<file path="config.mk">
export PLATFORM = sky130hd
export DESIGN_NAME = fault_pattern_gen
export DESIGN_NICKNAME = d
export VERILOG_FILES = /design/src/rtl/fault_pkg.sv /design/src/rtl/fault_inject.sv /design/src/rtl/fault_pattern_gen.sv
export SDC_FILE = /design/constraint.sdc
export NUM_CORES = 1
export LEC_CHECK = 0
export BUFFER_PORTS_ARGS = -buffer_cell sky130_fd_sc_hd__buf_2
export CORE_MARGIN = 4
export CORE_UTILIZATION = 50
export CTS_CLUSTER_SIZE = 40
export DETAILED_ROUTE_END_ITERATION = 16
export PLACE_DENSITY = 0.77
export SLEW_MARGIN = 20
export SYNTH_ARGS = -nofsm -noshare
export SYNTH_HDL_FRONTEND = slang
export SYNTH_SLANG_ARGS = --single-unit
</file>
<file path="constraint.sdc">
create_clock -name clk -period 2.7 [get_ports clk]
set_input_delay 0.27 -clock clk [delete_from_list [all_inputs] [get_ports clk]]
set_output_delay 0.27 -clock clk [all_outputs]
set_load 0.01 [all_outputs]
</file>
<file path="src/rtl/fault_pkg.sv">
// rtl/fault_pkg.sv - shared types and constants for the stuck-at fault pattern generator
package fault_pkg;

  localparam int VEC_W = 4;

  typedef enum logic [2:0] {
    IDLE,
    APPLY,
    SETTLE,
    COMPARE,
    DONE
  } state_t;

  typedef enum logic [1:0] {
    LOC_A = 2'd0,
    LOC_B = 2'd1,
    LOC_C = 2'd2,
    LOC_D = 2'd3
  } loc_t;

  localparam logic SA0 = 1'b0;
  localparam logic SA1 = 1'b1;

  // Site A is the MSB of the vector, so the bit index runs opposite to the location code.
  function automatic logic [1:0] loc_bit(input logic [1:0] loc);
    return 2'd3 - loc;
  endfunction

endpackage

</file>
<file path="src/rtl/fault_inject.sv">
// rtl/fault_inject.sv - forces the selected vector bit to the stuck-at value
module fault_inject
  import fault_pkg::*;
(
  input  logic [VEC_W-1:0] vec_good,
  input  logic [1:0]       fault_loc,
  input  logic             fault_type,
  output logic [VEC_W-1:0] vec_fault
);

  always_comb begin
    vec_fault = vec_good;
    vec_fault[loc_bit(fault_loc)] = (fault_type == SA1) ? 1'b1 : 1'b0;
  end

endmodule

</file>
<file path="src/rtl/fault_pattern_gen.sv">
// rtl/fault_pattern_gen.sv - exhaustive 4-input stuck-at fault test sequencer
// FAULT_ALL_VEC_EN: sweep all 16 vectors and count detections; otherwise stop on first detection.
module fault_pattern_gen
  import fault_pkg::*;
#(
  parameter int SETTLE_CYC = 2
) (
  input  logic             clk,
  input  logic             rst,
  input  logic             start,
  input  logic [1:0]       fault_loc,
  input  logic             fault_type,
  output logic [VEC_W-1:0] vec_good,
  output logic [VEC_W-1:0] vec_fault,
  input  logic             z_good,
  input  logic             z_fault,
  output logic             busy,
  output logic             done,
  output logic             detected,
  output logic [VEC_W-1:0] first_vec
`ifdef FAULT_ALL_VEC_EN
  ,
  output logic [4:0]       det_count
`endif
);

  state_t           state, state_nxt;
  logic [VEC_W-1:0] cnt, cnt_nxt;
  logic [3:0]       settle_cnt, settle_cnt_nxt;
  loc_t             loc_q, loc_nxt;
  logic             type_q, type_nxt;
  logic             detected_nxt;
  logic [VEC_W-1:0] first_vec_nxt;
  logic [VEC_W-1:0] inj_vec;
  logic             driving;
  logic             mismatch;
  logic             finish;
`ifdef FAULT_ALL_VEC_EN
  logic [4:0]       det_count_nxt;
`endif

  fault_inject u_inject (
    .vec_good  (cnt),
    .fault_loc (loc_q),
    .fault_type(type_q),
    .vec_fault (inj_vec)
  );

  // Vectors are held from APPLY through COMPARE and are zero everywhere else.
  assign driving   = (state == APPLY) || (state == SETTLE) || (state == COMPARE);
  assign vec_good  = driving ? cnt : '0;
  assign vec_fault = driving ? inj_vec : '0;
  assign mismatch  = z_good ^ z_fault;

  always_ff @(posedge clk or posedge rst) begin
    if (rst) begin
      state      <= IDLE;
      cnt        <= '0;
      settle_cnt <= '0;
      loc_q      <= LOC_A;
      type_q     <= SA0;
      detected   <= 1'b0;
      first_vec  <= '0;
`ifdef FAULT_ALL_VEC_EN
      det_count  <= '0;
`endif
    end else begin
      state      <= state_nxt;
      cnt        <= cnt_nxt;
      settle_cnt <= settle_cnt_nxt;
      loc_q      <= loc_nxt;
      type_q     <= type_nxt;
      detected   <= detected_nxt;
      first_vec  <= first_vec_nxt;
`ifdef FAULT_ALL_VEC_EN
      det_count  <= det_count_nxt;
`endif
    end
  end

  always_comb begin
    state_nxt      = state;
    cnt_nxt        = cnt;
    settle_cnt_nxt = settle_cnt;
    loc_nxt        = loc_q;
    type_nxt       = type_q;
    detected_nxt   = detected;
    first_vec_nxt  = first_vec;
`ifdef FAULT_ALL_VEC_EN
    det_count_nxt  = det_count;
    finish         = (cnt == 4'd15);
`else
    finish         = (cnt == 4'd15) || mismatch;
`endif
    busy           = (state != IDLE);
    done           = (state == DONE);

    case (state)
      IDLE: begin
        if (start) begin
          loc_nxt       = loc_t'(fault_loc);
          type_nxt      = fault_type;
          cnt_nxt       = '0;
          detected_nxt  = 1'b0;
          first_vec_nxt = '0;
`ifdef FAULT_ALL_VEC_EN
          det_count_nxt = '0;
`endif
          state_nxt     = APPLY;
        end
      end
      APPLY: begin
        settle_cnt_nxt = '0;
        state_nxt      = SETTLE;
      end
      SETTLE: begin
        if (settle_cnt == 4'(SETTLE_CYC - 1)) begin
          state_nxt = COMPARE;
        end else begin
          settle_cnt_nxt = settle_cnt + 4'd1;
        end
      end
      COMPARE: begin
        if (mismatch && !detected) begin
          detected_nxt  = 1'b1;
          first_vec_nxt = cnt;
        end
`ifdef FAULT_ALL_VEC_EN
        if (mismatch) begin
          det_count_nxt = det_count + 5'd1;
        end
`endif
        if (finish) begin
          state_nxt = DONE;
        end else begin
          cnt_nxt   = cnt + 4'd1;
          state_nxt = APPLY;
        end
      end
      DONE: begin
        state_nxt = IDLE;
      end
      default: begin
        state_nxt = IDLE;
      end
    endcase
  end

endmodule

</file>
==> results of run 1 <==
-- area by class of cell --
type / instances / area (um^2)
clock buffer: 4 / 26.3
sequential: 19 / 475
multi-input combinational: 76 / 522
tap: 27 / 33.8
inverter: 7 / 26.3
timing repair buffer: 22 / 110
fill: 202 / 808
-- power by group --
| part | leakage (nW) | switching [mW] | internal, mW |
|---|---|---|---|
| Combinational | 0.403 | 0.264 | 0.250 |
| Clock | 0.0150 | 0.0877 | 0.0577 |
| Sequential | 0.250 | 0.125 | 0.374 |
| Total | 0.668 | 0.477 | 0.681 |
-- sequential cells by signal, indices dropped and copies added (netlist names) --
signal / count
cnt: 4
loc_q: 2
detected: 1
state: 3
settle_cnt: 4
type_q: 1
first_vec: 4
-- cells in the final DEF, fill, tap and decap left out --
cell type	instances
clkbuf_4	3
nand4_1	3
and3_1	2
or3b_2	2
nor2_1	11
clkbuf_1	1
nand2_1	15
and3b_2	1
o21a_1	1
nor3b_1	2
and2_1	2
ha_1	3
or4b_4	1
mux2_4	1
a21oi_1	3
xnor2_1	2
nand3b_1	1
mux2i_1	14
or3_1	1
inv_1	7
or2_2	1
nand3_1	3
o41ai_1	1
o21ai_0	1
dfrtp_1	19
or3_2	1
mux2_2	2
buf_2	22
nand2b_1	2
-- cell families (layout without fill, tap and decap cells) --
kind of cell / Yosys count / count (layout) / share of synthesized area [%]
flops: 19 / 19 / 44.6
fa+ha+maj: 3 / 3 / 3.52
compound gates: 6 / 6 / 3.40
xor+xnor: 2 / 2 / 1.64
buf+inv: 13 / 33 / 6.46
simple gates: 48 / 48 / 23.7
mux: 17 / 17 / 16.7
-- metal layers --
metal / share of wire (%) / vias up
li1: - / 401
met1: 45 / 381
met2: 48 / 21
met3: 5.2 / 5
met4: 2.1 / 0
met5: 0 / -
-- worst max-delay path, delay by kind of cell, from the launching register on --
| family | cells | cell delay, ns |
|---|---|---|
| DFF | 1 | 0.51 |
| and+or+nand+nor | 2 | 0.45 |
| buffers and inverters | 1 | 0.14 |
| AOI/OAI and AO/OA | 1 | 0.13 |
-- worst max path at each step --
stage | depth (start not counted) | slack (ns) | endpoint | start
after floorplan | 4 | 1.12 | type_q | state[0]
after global placement | 5 | 1.11 | state[0] | settle_cnt[1]
after detailed placement | 5 | 0.98 | state[0] | settle_cnt[1]
after CTS | 4 | 0.89 | vec_fault[3] | state[0]
after global routing | 4 | 0.78 | vec_fault[3] | state[0]
final | 4 | 0.90 | vec_fault[3] | state[0]
-- through the flow --
| stage | power (mW) | std cells | cell area, um^2 |
|---|---|---|---|
| floorplan | 0.899 | 108 | 1070 |
| global placement | 0.995 | 151 | 1170 |
| detailed placement | 1.02 | 151 | 1170 |
| CTS | 1.17 | 155 | 1190 |
| global route | 1.27 | 155 | 1190 |
| finish | 1.16 | 155 | 1190 |
==> impl_metrics.ini, run 1 <==
[sta]
fin_ws_ns = 0.903
fmax_mhz = 557
tightest_slew_ns = 0.716
rsz0062_at_grt = false
min_period_ns = 1.80
hold_viol = 0
slew_violations = 0
final-setup-viol-count = 0
max_slew_margin_pct = 52.2
finalClockSkew_ns = 0.00236
timing.setup.tns_ns = 0
worst_hold_slack_ns = 0.0665
final.period_utilization_pct = 66.5

[logic_synthesis]
syn-cell-area_um2 = 1070
async_reset_ff_share_pct = 100
yosys.area.top_type = dfrtp_1
synth_cells = 108
synth_top_area_share_pct = 44.6
synth-seq-area-share_pct = 44.6
synthTopCellsByCount = 19 x dfrtp_1, 15 x nand2_1, 14 x mux2i_1
synth-seq-cells = 19
yosysUniqueCellTypes = 30
syn_nets = 119
syn_avg_cell_area_um2 = 9.87
synth-edff-count = 0
synthTopCellsByArea = dfrtp_1 45%, mux2i_1 13%, nand2_1 5.3%, nor2_1 3.9%, ha_1 3.5%
yosys_warnings = 0
synth.most_common_cell = dfrtp_1
ys_dominant_reg_cell = dfrtp_1

[clock_network]
cts.clk_slew.worst_paths_ns = 0.10
clock_sinks = 19
htreeDepth = 1
cts_root_buf = clkbuf_4
cts_setup_buffers = 0
ctsLongestPathBuffers = 2
cts_buffers = 3
cts_hold_buf = 0
clk_latency_ns = 0.30
cts_resized = 0
cts_tree = done

[detailed_routing]
routed_via_density = 5.21
drc = 0
drt_iter0_markers = 27
vias = 808
dr.pass1.iters = 4
drt-total-wl_mm = 2.11
avgRoutedWirePerCell_um = 13.6
ant_nets = 0

[cells_and_area]
antenna_cells = 0
drive_gt1_share_pct = 26.6
nNetsFinal = 140
synthToLayoutAreaGrowth_pct = 12.0
fin_util_pct = 59.6

[placed_design]
dp_hpwl_mm = 1.56
dp_slack_ns = 0.978
port_buffers = 22
gp_congestion = 0.784

[setup_path]
crit_slowest_cell = dfrtp_1
cp.arrival_ns = 1.53
cp.required_ns = 2.43
critical_path.cell_chain = nor2_1 -> or2_2 -> a21oi_1 -> buf_2
end_kind = output port
rrSetupSlack_ns = 0.97
cp_max_fo = 9
reg2reg_from = settle_cnt[1]
rr_endpoint = state[0]
slowest_delay_ns = 0.51
startpoint_type = register
crit_type = reg -> out
r2r.worst_path.cells = 5

[status]
status = finished clean

[grt]
grt.busiest_layer = met2
grt_pass1_vias = 847
overflow = 0
met3_usage_pct = 4.16
grt_max_degree = 20
met1_usage_pct = 20.2
antenna_found_initial = 0
grt_pass1_wl_mm = 3.71
gr-usage-all-layers_pct = 17.7
grt_use_met2_pct = 30.7

[floorplanning]
core_area_um2 = 2000
die_y_um = 54.2
io_pins = 23
fp.dieArea_um2 = 2930
row_count = 16
fp.dieW_um = 54.2
initial_utilization_pct = 53.2

[pwr]
leakage_nw = 0.668
power_density_nw_per_um2 = 970
ir_drop_mv = 0.458

[worst_hold_path]
hold_path_class = in -> async

[flow_run]
max_cap_viol_count = 0
Note: power is estimated with default switching activity, not from simulation.
==> inputs of run 2 (changes only) <==
==> constraint.sdc (replaced) <==
create_clock -name clk -period 1.8 [get_ports clk]
set_input_delay 0.18 -clock clk [delete_from_list [all_inputs] [get_ports clk]]
set_output_delay 0.18 -clock clk [all_outputs]
set_load 0.01 [all_outputs]
==> run 2 against run 1 <==
- the run now ends with negative hold slack left
- via count is 2.8% lower
- register-to-register slack worse by 0.87 ns
- power grew 50%
- die area unchanged
- sequential power grew 50%
- final cell count unchanged
- utilization increased by 0.50 points
- largest power group unchanged
==> impl_metrics.ini, run 2 (synthesized netlist as in run 1, its figures left out) <==
[grt]
grt_max_degree = 20
met3_usage_pct = 3.05
met1_usage_pct = 20.7
overflow = 0
gr-usage-all-layers_pct = 15.9
grt_use_met2_pct = 27.1
grt_pass1_wl_mm = 3.46
grt_pass1_vias = 779
antenna_found_initial = 0
grt.busiest_layer = met2

[detailed_routing]
avgRoutedWirePerCell_um = 12.7
ant_nets = 0
drt_iter0_markers = 8
dr.pass1.iters = 4
vias = 785
drt-total-wl_mm = 1.97
routed_via_density = 5.06
drc = 0

[clock_network]
cts_root_buf = clkbuf_4
htreeDepth = 1
clock_sinks = 19
cts_setup_buffers = 0
cts.clk_slew.worst_paths_ns = 0.11
cts_buffers = 3
ctsLongestPathBuffers = 2
clk_latency_ns = 0.29
cts_hold_buf = 0
cts_tree = done
cts_resized = 0

[flow_run]
max_cap_viol_count = 0

[setup_path]
r2r.worst_path.cells = 5
critPathLaunch = settle_cnt[1]
crit_slowest_cell = or3b_2
cp.arrival_ns = 1.89
crit_type = reg -> reg
rrSetupSlack_ns = 0.10
reg2reg_from = settle_cnt[1]
end_kind = register
slowest_delay_ns = 0.48
critPathCapture = state[0]
startpoint_type = register
cp_max_fo = 4
rr_endpoint = state[0]
critical_path.cell_chain = inv_1 -> ha_1 -> or3b_2 -> and2_1 -> o41ai_2
cp.required_ns = 1.99

[placed_design]
port_buffers = 22
place_area_um2 = 1170
dp_hpwl_mm = 1.50
gp_congestion = 0.784

[sta]
final-setup-viol-count = 0
finalClockSkew_ns = 0.000867
slew_violations = 0
worst_hold_slack_ns = -0.00375
rsz0062_at_grt = false
final.period_utilization_pct = 94.3
hold_viol = 19
timing.setup.tns_ns = 0
fmax_mhz = 589
min_period_ns = 1.70
tightest_slew_ns = 0.735
max_slew_margin_pct = 51.0

[floorplanning]
fp.dieW_um = 54.2
row_count = 16
io_pins = 23
die_y_um = 54.2
core_area_um2 = 2000
initial_utilization_pct = 53.2
fp.dieArea_um2 = 2930

[pwr]
power_density_nw_per_um2 = 1450
p_total_mw = 1.74
ir_drop_mv = 0.924
leakage_nw = 0.674

[cells_and_area]
antenna_cells = 0
nNetsFinal = 140
reg_top3 = cnt: 4 flops, first_vec: 4 flops, settle_cnt: 4 flops
final_cell_mix = 22 x buf_2, 18 x dfrtp_1, 15 x nand2_1
fin_area_um2 = 1200
synthToLayoutAreaGrowth_pct = 12.9
drive_gt1_share_pct = 28.9
final_common_cell = buf_2

[worst_hold_path]
hold_path_class = in -> async

[status]
violations = negative hold slack
status = finished with violations
==> run 2: cell count changes in the layout (fill, tap and decap cells not counted) <==
cell      change
clkbuf_1      -1
clkinv_2      +1
o41ai_1       -1
dfrtp_1       -1
o41ai_2       +1
dfrtp_2       +1
==> run 2: through the flow <==
step / hold slack, ns / setup WS [ns] / util [%] / instances
5_1_grt: 0.0537 / 0.00419 / 60.1 / 155
3_3_place_gp: 0.339 / 0.212 / 58.3 / 151
6_report: -0.00375 / 0.103 / 60.1 / 155
2_1_floorplan: 0.131 / 0.219 / - / 108
3_5_place_dp: 0.340 / 0.0885 / 58.3 / 151
4_1_cts: 0.0165 / 0.0484 / 59.7 / 155
==> run 2: layer usage <==
layer,routed length [um],share of wire (%),vias up
li1,-,-,400
met1,973,49,365
met2,896,45,18
met3,91,4.6,2
met4,10,0.51,0
met5,0,0,-
==> run 2: area by class of cell <==
| cell class | count | area, um^2 |
|---|---|---|
| fill | 188 | 798 |
| multi-input combinational | 76 | 529 |
| sequential | 19 | 477 |
| timing repair buffer | 22 | 110 |
| tap | 27 | 33.8 |
| inverter | 7 | 26.3 |
| clock buffer | 3 | 22.5 |
| clock inverter | 1 | 5.00 |
==> run 2: how the worst min path moves through the flow <==
stage	endpoint	cells after the start
finish	settle_cnt[2]	2
global route	first_vec[2]	2
CTS	settle_cnt[2]	2
detailed placement	first_vec[0]	2
global placement	settle_cnt[2]	2
floorplan	cnt[0]	1
==> run 2: worst max-delay path: cells and delay by family (launching register included) <==
kind | cells | cell delay, ns
adders and majority gates | 1 | 0.15
and+or+nand+nor | 2 | 0.67
DFF | 1 | 0.42
buffers and inverters | 1 | 0.08
AOI/OAI and AO/OA | 1 | 0.28
==> run 2: power by group <==
part,switching [mW],leakage (nW),total (mW),internal [mW]
registers,0.185,0.249,0.748,0.563
logic,0.398,0.408,0.781,0.383
clock network,0.130,0.0177,0.213,0.0824
total,0.714,0.674,1.74,1.03
